<file path="src/rtl/mem_loader.sv">
// Byte-serial loader: assembles little-endian 32-bit words and writes them to consecutive addresses from 0.
// Latency: write strobe one cycle after the 4th byte of a word is accepted; done coincides with the final write.
// Backpressure: in_ready is high only while loading; bytes offered in IDLE or DONE are left unconsumed.
module mem_loader #(
    parameter int ADDR_W = 4,
    parameter int DEPTH  = 16,
    parameter int DATA_W = 32
) (
    input  logic              clk,
    input  logic              rst_n,
    input  logic              start,
    input  logic [4:0]        len,
    input  logic [7:0]        in_byte,
    input  logic              in_valid,
    output logic              in_ready,
    output logic              wr_en,
    output logic [ADDR_W-1:0] wr_addr,
    output logic [DATA_W-1:0] wr_data,
    output logic              busy,
    output logic              done,
    output logic [4:0]        word_count
);

    typedef enum logic [1:0] {
        IDLE = 2'd0,
        LOAD = 2'd1,
        DONE = 2'd2
    } state_t;

    localparam logic [4:0] MAX_WORDS = 5'(DEPTH);

    state_t              state_q, state_d;
    logic [4:0]          target_q, target_d;
    logic [4:0]          word_count_q, word_count_d;
    logic [1:0]          byte_idx_q, byte_idx_d;
    logic [23:0]         asm_q, asm_d;
    logic [ADDR_W-1:0]   addr_cnt_q, addr_cnt_d;
    logic                wr_en_q, wr_en_d;
    logic [ADDR_W-1:0]   wr_addr_q, wr_addr_d;
    logic [DATA_W-1:0]   wr_data_q, wr_data_d;
    logic [4:0]          len_clamped;

    assign len_clamped = (len > MAX_WORDS) ? MAX_WORDS : len;

    always_comb begin
        state_d      = state_q;
        target_d     = target_q;
        word_count_d = word_count_q;
        byte_idx_d   = byte_idx_q;
        asm_d        = asm_q;
        addr_cnt_d   = addr_cnt_q;
        wr_en_d      = 1'b0;
        wr_addr_d    = wr_addr_q;
        wr_data_d    = wr_data_q;

        case (state_q)
            IDLE: begin
                if (start) begin
                    target_d     = len_clamped;
                    word_count_d = 5'd0;
                    byte_idx_d   = 2'd0;
                    asm_d        = 24'd0;
                    addr_cnt_d   = '0;
                    state_d      = (len_clamped == 5'd0) ? DONE : LOAD;
                end
            end
            LOAD: begin
                // in_ready is high throughout LOAD, so in_valid alone means a byte is taken
                if (in_valid) begin
                    byte_idx_d = byte_idx_q + 2'd1;
                    case (byte_idx_q)
                        2'd0: asm_d[7:0]   = in_byte;
                        2'd1: asm_d[15:8]  = in_byte;
                        2'd2: asm_d[23:16] = in_byte;
                        default: begin
                            wr_en_d      = 1'b1;
                            wr_addr_d    = addr_cnt_q;
                            wr_data_d    = {in_byte, asm_q};
                            addr_cnt_d   = addr_cnt_q + 1'b1;
                            word_count_d = word_count_q + 5'd1;
                            if (word_count_q + 5'd1 == target_q) begin
                                state_d = DONE;
                            end
                        end
                    endcase
                end
            end
            DONE: begin
                state_d = IDLE;
            end
            default: begin
                state_d = IDLE;
            end
        endcase
    end

    always_ff @(posedge clk) begin
        if (!rst_n) begin
            state_q      <= IDLE;
            target_q     <= 5'd0;
            word_count_q <= 5'd0;
            byte_idx_q   <= 2'd0;
            asm_q        <= 24'd0;
            addr_cnt_q   <= '0;
            wr_en_q      <= 1'b0;
            wr_addr_q    <= '0;
            wr_data_q    <= '0;
        end else begin
            state_q      <= state_d;
            target_q     <= target_d;
            word_count_q <= word_count_d;
            byte_idx_q   <= byte_idx_d;
            asm_q        <= asm_d;
            addr_cnt_q   <= addr_cnt_d;
            wr_en_q      <= wr_en_d;
            wr_addr_q    <= wr_addr_d;
            wr_data_q    <= wr_data_d;
        end
    end

    assign in_ready   = (state_q == LOAD);
    assign busy       = (state_q == LOAD);
    assign done       = (state_q == DONE);
    assign wr_en      = wr_en_q;
    assign wr_addr    = wr_addr_q;
    assign wr_data    = wr_data_q;
    assign word_count = word_count_q;

endmodule

</file>
<file path="config.mk">
export PLATFORM = sky130hd
export DESIGN_NAME = mem_loader
export DESIGN_NICKNAME = d
export VERILOG_FILES = /design/src/rtl/mem_loader.sv
export SDC_FILE = /design/constraint.sdc
export NUM_CORES = 1
export LEC_CHECK = 0
export BUFFER_PORTS_ARGS = -buffer_cell sky130_fd_sc_hd__buf_4
export CORE_ASPECT_RATIO = 1.1
export CORE_MARGIN = 2
export CORE_UTILIZATION = 45
export CTS_BUF_LIST = sky130_fd_sc_hd__clkbuf_8
export CTS_CLUSTER_SIZE = 14
export DETAILED_ROUTE_END_ITERATION = 10
export PLACE_DENSITY = 0.72
export REMOVE_ABC_BUFFERS = 1
export SKIP_CTS_REPAIR_TIMING = 1
export SLEW_MARGIN = 20
export SYNTH_ARGS = -nofsm -noshare
export SYNTH_HDL_FRONTEND = slang
export SYNTH_SLANG_ARGS = --single-unit
</file>
<file path="constraint.sdc">
create_clock -name clk -period 2.28 [get_ports clk]
set_input_delay 0.456 -clock clk [delete_from_list [all_inputs] [get_ports clk]]
set_output_delay 0.456 -clock clk [all_outputs]
set_load 0.01 [all_outputs]
</file>
== Yosys cells after proc, flatten, opt, wreduce, memory -nomap -nowiden ==
Index checks and enable logic that the tools add are counted.

* Bits in latches: 0
* Bits in writable memories: 0
* Register bits: 79
* Memories: 0
* Word-level logic and storage cells: 67
* ROM bits: 0
* Output and inout port bits: 45

* Reductions and logical operators: 14
* $lt $le $gt $ge: 1
* Div/mod/pow operators: 0
* $add $sub $neg: 3
* Multipliers: 0
* Bitwise logic cells: 1
* Muxes and demuxes: 25
* Equality and inequality tests: 12
* Shift operators: 0

{| class="wikitable"
|+ Operator list
! kind !! count
|-
| 2-to-1 mux 24 bit || 2
|-
| case mux 24 bit (2 select lines) || 1
|-
| 2-to-1 mux 8 bit || 3
|-
| 2-to-1 mux 5 bit || 4
|-
| AND reduction 4 bit || 5
|-
| 2-to-1 mux 2 bit || 7
|-
| 2-to-1 mux 4 bit || 3
|-
| case mux 5 bit (2 select lines) || 1
|-
| AND reduction 3 bit || 3
|-
| inequality test 2 x 1 -> 1 bit, second input constant || 4
|-
| case mux 2 bit (2 select lines) || 2
|-
| case mux 4 bit (2 select lines) || 1
|-
| inequality test 2 bit, second input constant || 3
|-
| adder 5 x 1 -> 5 bit, second input constant || 1
|-
| == test 5 bit || 1
|-
| > comparator 5 bit, second input constant || 1
|-
| zero test 5 bit || 1
|-
| adder 4 x 1 -> 4 bit, second input constant || 1
|-
| == test 2 x 1 -> 1 bit, second input constant || 2
|-
| == test 2 bit, second input constant || 2
|-
| zero test 2 bit || 2
|-
| OR reduction 3 bit || 1
|-
| adder 2 x 1 -> 2 bit, second input constant || 1
|-
| AND reduction 2 bit || 1
|-
| other kinds (3) || 3
|}

== Longest topological paths before layout ==
Gate-level depths: netlist of the first run.

* Word-level depth: 6
* Depth in mapped cells: 8

== Least setup slack after synthesis of the first run ==
OpenSTA, ideal clock, no wires.

* Path kind: register to register
* Start: register word_count_q[0], in the netlist word_count[0]
* End: register state_q[0]
* Required time: 2139 ps
* Path buffers: 0
* Arrival time: 1576 ps
* Cell stages (with the launch flop): 6
* Setup time: 141 ps
* Path slack: 563 ps
* Cell sequence: dfxtp_1 ha_1 or3b_2 a211o_1 nand3_1 a31oi_1

* Word-level cells in the longest chain between the ends: 4

{| class="wikitable"
|+ RTL lines
! item !! RTL line !! source
|-
| start: declaration || 34 || <nowiki>logic [4:0] word_count_q, word_count_d;</nowiki>
|-
| start signal: assignment || 111 || <nowiki>word_count_q <= word_count_d;</nowiki>
|-
| adder 5 x 1 -> 5 bit || 81 || <nowiki>if (word_count_q + 5'd1 == target_q) begin</nowiki>
|-
| == test 5 bit || 81 ||
|-
| inequality test 2 x 1 -> 1 bit (no source line) || n/a ||
|-
| AND reduction 4 bit (no source line) || n/a ||
|-
| end signal: assignment || 109 || <nowiki>state_q <= state_d;</nowiki>
|-
| end: declaration || 32 || <nowiki>state_t state_q, state_d;</nowiki>
|}

No other way between the ends.
A chain may end at the register's enable or synchronous reset.

== Final worst setup path of the first run ==
* Start: register state_q[0]
* End: output in_ready

* Word-level cells in the longest chain between the ends: 1

{| class="wikitable"
|+ RTL lines
! item !! RTL line !! source
|-
| == test 2 x 1 -> 1 bit || 121 || <nowiki>assign in_ready = (state_q == LOAD);</nowiki>
|-
| end: declaration || 15 || <nowiki>output logic in_ready,</nowiki>
|}

No other way between the ends.

==> impl_metrics.json, run 1 <==
{
  "synthArstFlopShare_pct": 0,
  "post_dp_cell_area_sq_mm": 0.00398,
  "routed_wl_um": 6940,
  "crit_path_end_kind": "output pin",
  "status": "finished clean",
  "drive_gt1_share_pct": 21.7,
  "start_util_pct": 46.4,
  "routabilityCongestion": 0.825,
  "power_density_mw_per_mm2": 674,
  "port_buffers": 61,
  "tightestPinTransition_ps": 631,
  "start_kind": "flip-flop",
  "drv_slew": 0,
  "drc": 0,
  "worstPathArrival_ps": 1530,
  "wire_per_inst_um": 13.2,
  "yosysUniqueCellTypes": 39,
  "min-delay-start": "in_byte[0]",
  "syn_inst": 373,
  "grt_max_degree": 55,
  "crit_slowest_cell": "dfxtp_1",
  "cts_tree": "done",
  "worst-setup-path-type": "flip-flop to output pin",
  "ant_nets": 0,
  "hold_ws_ps": 367,
  "io-pin-count": 62,
  "cts_buffers": 9,
  "final_cell_mix": "nand2_1 (85), dfxtp_1 (79), buf_4 (70)",
  "cp.buffers_inverters": 2,
  "htreeDepth": 3,
  "period_minus_slack_ps": 1980,
  "antenna_found_initial": 0,
  "post-route-period-util_pct": 87.0,
  "die_h_um": 95.9,
  "yosysSeqAreaShare_pct": 45.8,
  "vias_per_cell": 5.00,
  "min_path_type": "input pin to flip-flop",
  "post-route-util_pct": 56.6,
  "vias": 2618,
  "fin_area_sq_mm": 0.00421,
  "skew_ps": 9.51,
  "relSlewSlack_pct": 57.8,
  "synth_area_sq_mm": 0.00345,
  "p_total_mw": 2.84,
  "core_sq_mm": 0.00743,
  "synth_flop_cell": "dfxtp_1",
  "hpwl_um": 4840,
  "track_usage_pct": 17.4,
  "fp.dieW_um": 87.5,
  "setup_viol": 0,
  "grt_pass1_vias": 2471,
  "reg2reg_from": "word_count[0]",
  "crit_required_ps": 1820,
  "area_growth_pct": 21.9,
  "hold_violations": 0,
  "drt_iter0_drc": 127,
  "drt_first_pass_iters": 4,
  "peakVddDrop_mv": 0.332,
  "synth-edff-count": 0,
  "power_leakage_nw": 1.64,
  "cpPeakStageDelay_ps": 540,
  "clock_sinks": 79,
  "ys_ff_latch": 79,
  "yosys_warnings": 0,
  "rsz0062_at_grt": "no",
  "max_freq_ghz": 0.504,
  "placementRows": 33,
  "cap_violations": 0,
  "grt_overflow_total": 0,
  "path_common_cell": "buf_4",
  "n_antenna_cell": 0,
  "avgSynthCellArea_sq_um": 9.25,
  "grt_first_pass_wirelength_um": 11400,
  "path_delay_family": "flip-flops",
  "path_cells": "nor2b_1 -> buf_4 -> buf_4",
  "clk_pin_slew_ps": 80,
  "die_area_sq_mm": 0.00839,
  "crit_fanout": 18,
  "dp_slack_ps": 426,
  "layout_setup_ws_ps": 296,
  "cts_buffer_depth": 2,
  "final_common_cell": "nand2_1",
  "crit_start": "state_q[0]",
  "clk_latency_ps": 350,
  "nets": 455,
  "clockRootBuffer": "clkbuf_8"
}
==> final timing paths <==
path	endpoint	slack, ps	cells after the start
hold / removal	wr_data[24]	370	3
hold reg to reg	wr_data[19]	460	2
setup / recovery	in_ready	300	3
setup reg to reg	state_q[1]	400	5
==> metal layers <==
layer  vias up  global-route usage [%]  wire [um]
li1       1363                       -          -
met1      1204                    21.9       3250
met2        41                    29.2       3320
met3        10                    4.20        275
met4         0                    6.15         92
met5         -                       0          0
==> Yosys cell counts, types with 2 or more instances <==
master     instances  share of area (%)
a2111oi_2          2               0.87
a211oi_4           2                1.2
a21boi_0          44                9.6
and2_1            13                2.4
and3_1             2               0.36
buf_2              8                1.2
buf_4              2               0.43
clkbuf_1          11                1.2
dfxtp_1           79                 46
ha_1               6                2.2
inv_1              7               0.76
mux2i_1           27                7.8
nand2_1           85                9.2
nand3_1            5               0.72
nand3b_1           4               0.87
nand4_1            3               0.54
nor2_1             5               0.54
nor2b_1           32                5.8
nor3_1             3               0.43
o21a_1             6                1.3
o21ai_0            4               0.58
xnor2_1            4                1.0
xor2_1             3               0.76
==> sequential cells by signal, summed over array words and instances (netlist names) <==
register    count
wr_data        32
asm_q          24
target_q        5
word_count      5
addr_cnt_q      4
wr_addr         4
byte_idx_q      2
state_q         2
wr_en           1
==> worst reg2reg max path: stages (launching register included) <==
cell and delay [ps]:
dfxtp_1 480, ha_1 290, nand2b_1 160, or4b_2 620, nand4b_1 130, o211a_1 140
==> layout make-up <==
cell class | instances | area (sq um)
Fill cell | 706 | 3230
Multi-Input combinational cell | 265 | 1740
Sequential cell | 79 | 1580
Timing Repair Buffer | 70 | 526
Clock buffer | 9 | 124
Tap cell | 87 | 109
Clock inverter | 7 | 104
Inverter | 7 | 26.3
==> power by group <==
part	internal (mW)	switching [mW]	total [mW]
logic	0.112	0.126	0.238
registers	1.40	0.0168	1.42
clock network	0.631	0.548	1.18
==> through the flow <==
| step | cells | setup TNS [ps] |
|---|---|---|
| 2_1_floorplan | 351 | -20560 |
| 3_3_place_gp | 508 | 0 |
| 3_5_place_dp | 508 | 0 |
| 4_1_cts | 524 | 0 |
| 5_1_grt | 524 | 0 |
| 6_report | 524 | 0 |
==> kinds of logic after synthesis <==
group / after synthesis / share of synthesized area (%)
xor gates and xnor gates: 7 / 1.78
buffers and inverters: 29 / 3.88
adders and majority gates: 6 / 2.17
and+or+nand+nor: 160 / 22.9
muxes: 28 / 8.48
AOI/OAI and AO/OA: 64 / 15.0
DFF: 79 / 45.8
(Power assumes the default switching activity.)
==> run 2: changes to the inputs <==
--- a/config.mk
+++ b/config.mk
@@ -12,7 +12,7 @@
 export CTS_BUF_LIST = sky130_fd_sc_hd__clkbuf_8
 export CTS_CLUSTER_SIZE = 14
 export DETAILED_ROUTE_END_ITERATION = 10
-export PLACE_DENSITY = 0.72
+export PLACE_DENSITY = 0.69
 export REMOVE_ABC_BUFFERS = 1
 export SKIP_CTS_REPAIR_TIMING = 1
 export SLEW_MARGIN = 20
==> run 2 against run 1 <==
  * Global-route usage grew 0.77 points
  * Core utilization is 0.084 points higher
  * Cell count increased by 0.19%
  * Register-to-register slack is essentially flat
  * Setup slack gained 61 ps
  * Count of clock-buffer cells in the layout stayed put
  * Via count rose by 1.9%
  * Total power is 0.14% higher
  * Clock power about the same
  * Highest routed layer unchanged
==> impl_metrics.json, run 2 (synthesized netlist as in run 1, its figures left out) <==
{
  "area_growth_pct": 22.0,
  "drt_first_pass_iters": 4,
  "track_usage_pct": 18.2,
  "n_antenna_cell": 0,
  "start_util_pct": 46.4,
  "cts_buffer_depth": 2,
  "p_comb_share_pct": 8.5,
  "dp_slack_ps": 398,
  "hold_violations": 0,
  "crit_required_ps": 1820,
  "peakVddDrop_mv": 0.316,
  "nets": 456,
  "routed_wl_um": 7160,
  "drive_gt1_share_pct": 21.9,
  "core_sq_mm": 0.00743,
  "io-pin-count": 62,
  "skew_ps": 13.7,
  "crit_fanout": 10,
  "power_density_mw_per_mm2": 674,
  "p_total_mw": 2.84,
  "post-route-period-util_pct": 84.4,
  "clk_pin_slew_ps": 90,
  "period_minus_slack_ps": 1920,
  "grt_max_degree": 55,
  "vias": 2669,
  "net-switching-power_mw": 0.692,
  "final_common_cell": "nand2_1",
  "min_path_type": "input pin to flip-flop",
  "antenna_found_initial": 0,
  "start_kind": "flip-flop",
  "fp.dieW_um": 87.5,
  "switching_share_pct": 24.4,
  "worst-setup-path-type": "flip-flop to output pin",
  "power_leakage_nw": 1.65,
  "grt_first_pass_wirelength_um": 11900,
  "final_cell_mix": "nand2_1 (85), dfxtp_1 (79), buf_4 (71)",
  "largest_reg_flops": 32,
  "routabilityCongestion": 0.843,
  "cts_buffers": 9,
  "die_h_um": 95.9,
  "layout_setup_ws_ps": 357,
  "max_freq_ghz": 0.520,
  "clockRootBuffer": "clkbuf_8",
  "tightestPinTransition_ps": 632,
  "ant_nets": 0,
  "worstPathArrival_ps": 1470,
  "cts_tree": "done",
  "grt_overflow_total": 0,
  "vias_per_cell": 5.08,
  "placementRows": 33,
  "drc": 0,
  "cap_violations": 0,
  "crit_path_end_kind": "output pin",
  "die_area_sq_mm": 0.00839,
  "port_buffers": 61,
  "rsz0062_at_grt": "no",
  "setup_viol": 0,
  "clk_latency_ps": 360,
  "drv_slew": 0,
  "seqPwrFrac_pct": 50.0,
  "relSlewSlack_pct": 57.7,
  "p_int_mw": 2.15,
  "drt_iter0_drc": 149,
  "hpwl_um": 4890,
  "status": "finished clean",
  "htreeDepth": 3,
  "wire_per_inst_um": 13.6,
  "hold_ws_ps": 363,
  "clock_sinks": 79,
  "grt_pass1_vias": 2557,
  "power_frac_clock_pct": 41.6
}
[run 2: cell types whose count changed in the layout (fill, tap and decap cells not counted)]
cell and delta:
clkinv_2 +1, clkinvlp_4 -2, buf_4 +1, clkinv_4 +1
[run 2: critical path: stages (launching register included)]
cell     delay [ps]
dfxtp_1         560
nor2b_1         270
buf_4           180
buf_4           120
[run 2: layer usage]
metal,wire length [um],vias up,global-route usage (%)
li1,-,1363,-
met1,3350,1234,23.0
met2,3410,59,29.7
met5,0,-,0
met4,132,0,9.23
met3,258,13,3.34
[run 2: cell type report]
type / count / area, sq um
clock buffers: 9 / 124
clock inverters: 7 / 103
fillers: 686 / 3220
inverters: 7 / 26.3
multi-input cells: 265 / 1740
flip-flops and latches: 79 / 1580
well taps: 87 / 109
repair buffers: 71 / 533
[run 2: path summary, 6_finish.rpt]
| path | from | endpoint | slack [ps] | cells after the start |
|---|---|---|---|---|
| max | state_q[0] | busy | 360 | 3 |
| min | in_byte[0] | wr_data[24] | 360 | 3 |
| max reg2reg | state_q[0] | wr_data[11] | 400 | 6 |
| min reg2reg | asm_q[19] | wr_data[19] | 460 | 2 |
[run 2: power by group through the flow]
stage	registers, mW	logic, mW	clock network (mW)
after detailed placement	1.45	0.242	0
after CTS	1.42	0.243	1.21
after global routing	1.42	0.263	1.26
final	1.42	0.240	1.18
after floorplan	1.45	0.146	0
after global placement	1.45	0.238	0
[run 2: stage by stage]
step	TNS (ps)	utilization (%)	instance area, sq um	std cells
5_1_grt	0	56.7	4210	525
6_report	0	56.7	4210	525
3_5_place_dp	0	53.6	3990	509
3_3_place_gp	0	53.6	3990	509
4_1_cts	0	56.7	4210	525
2_1_floorplan	-20560	-	3340	351
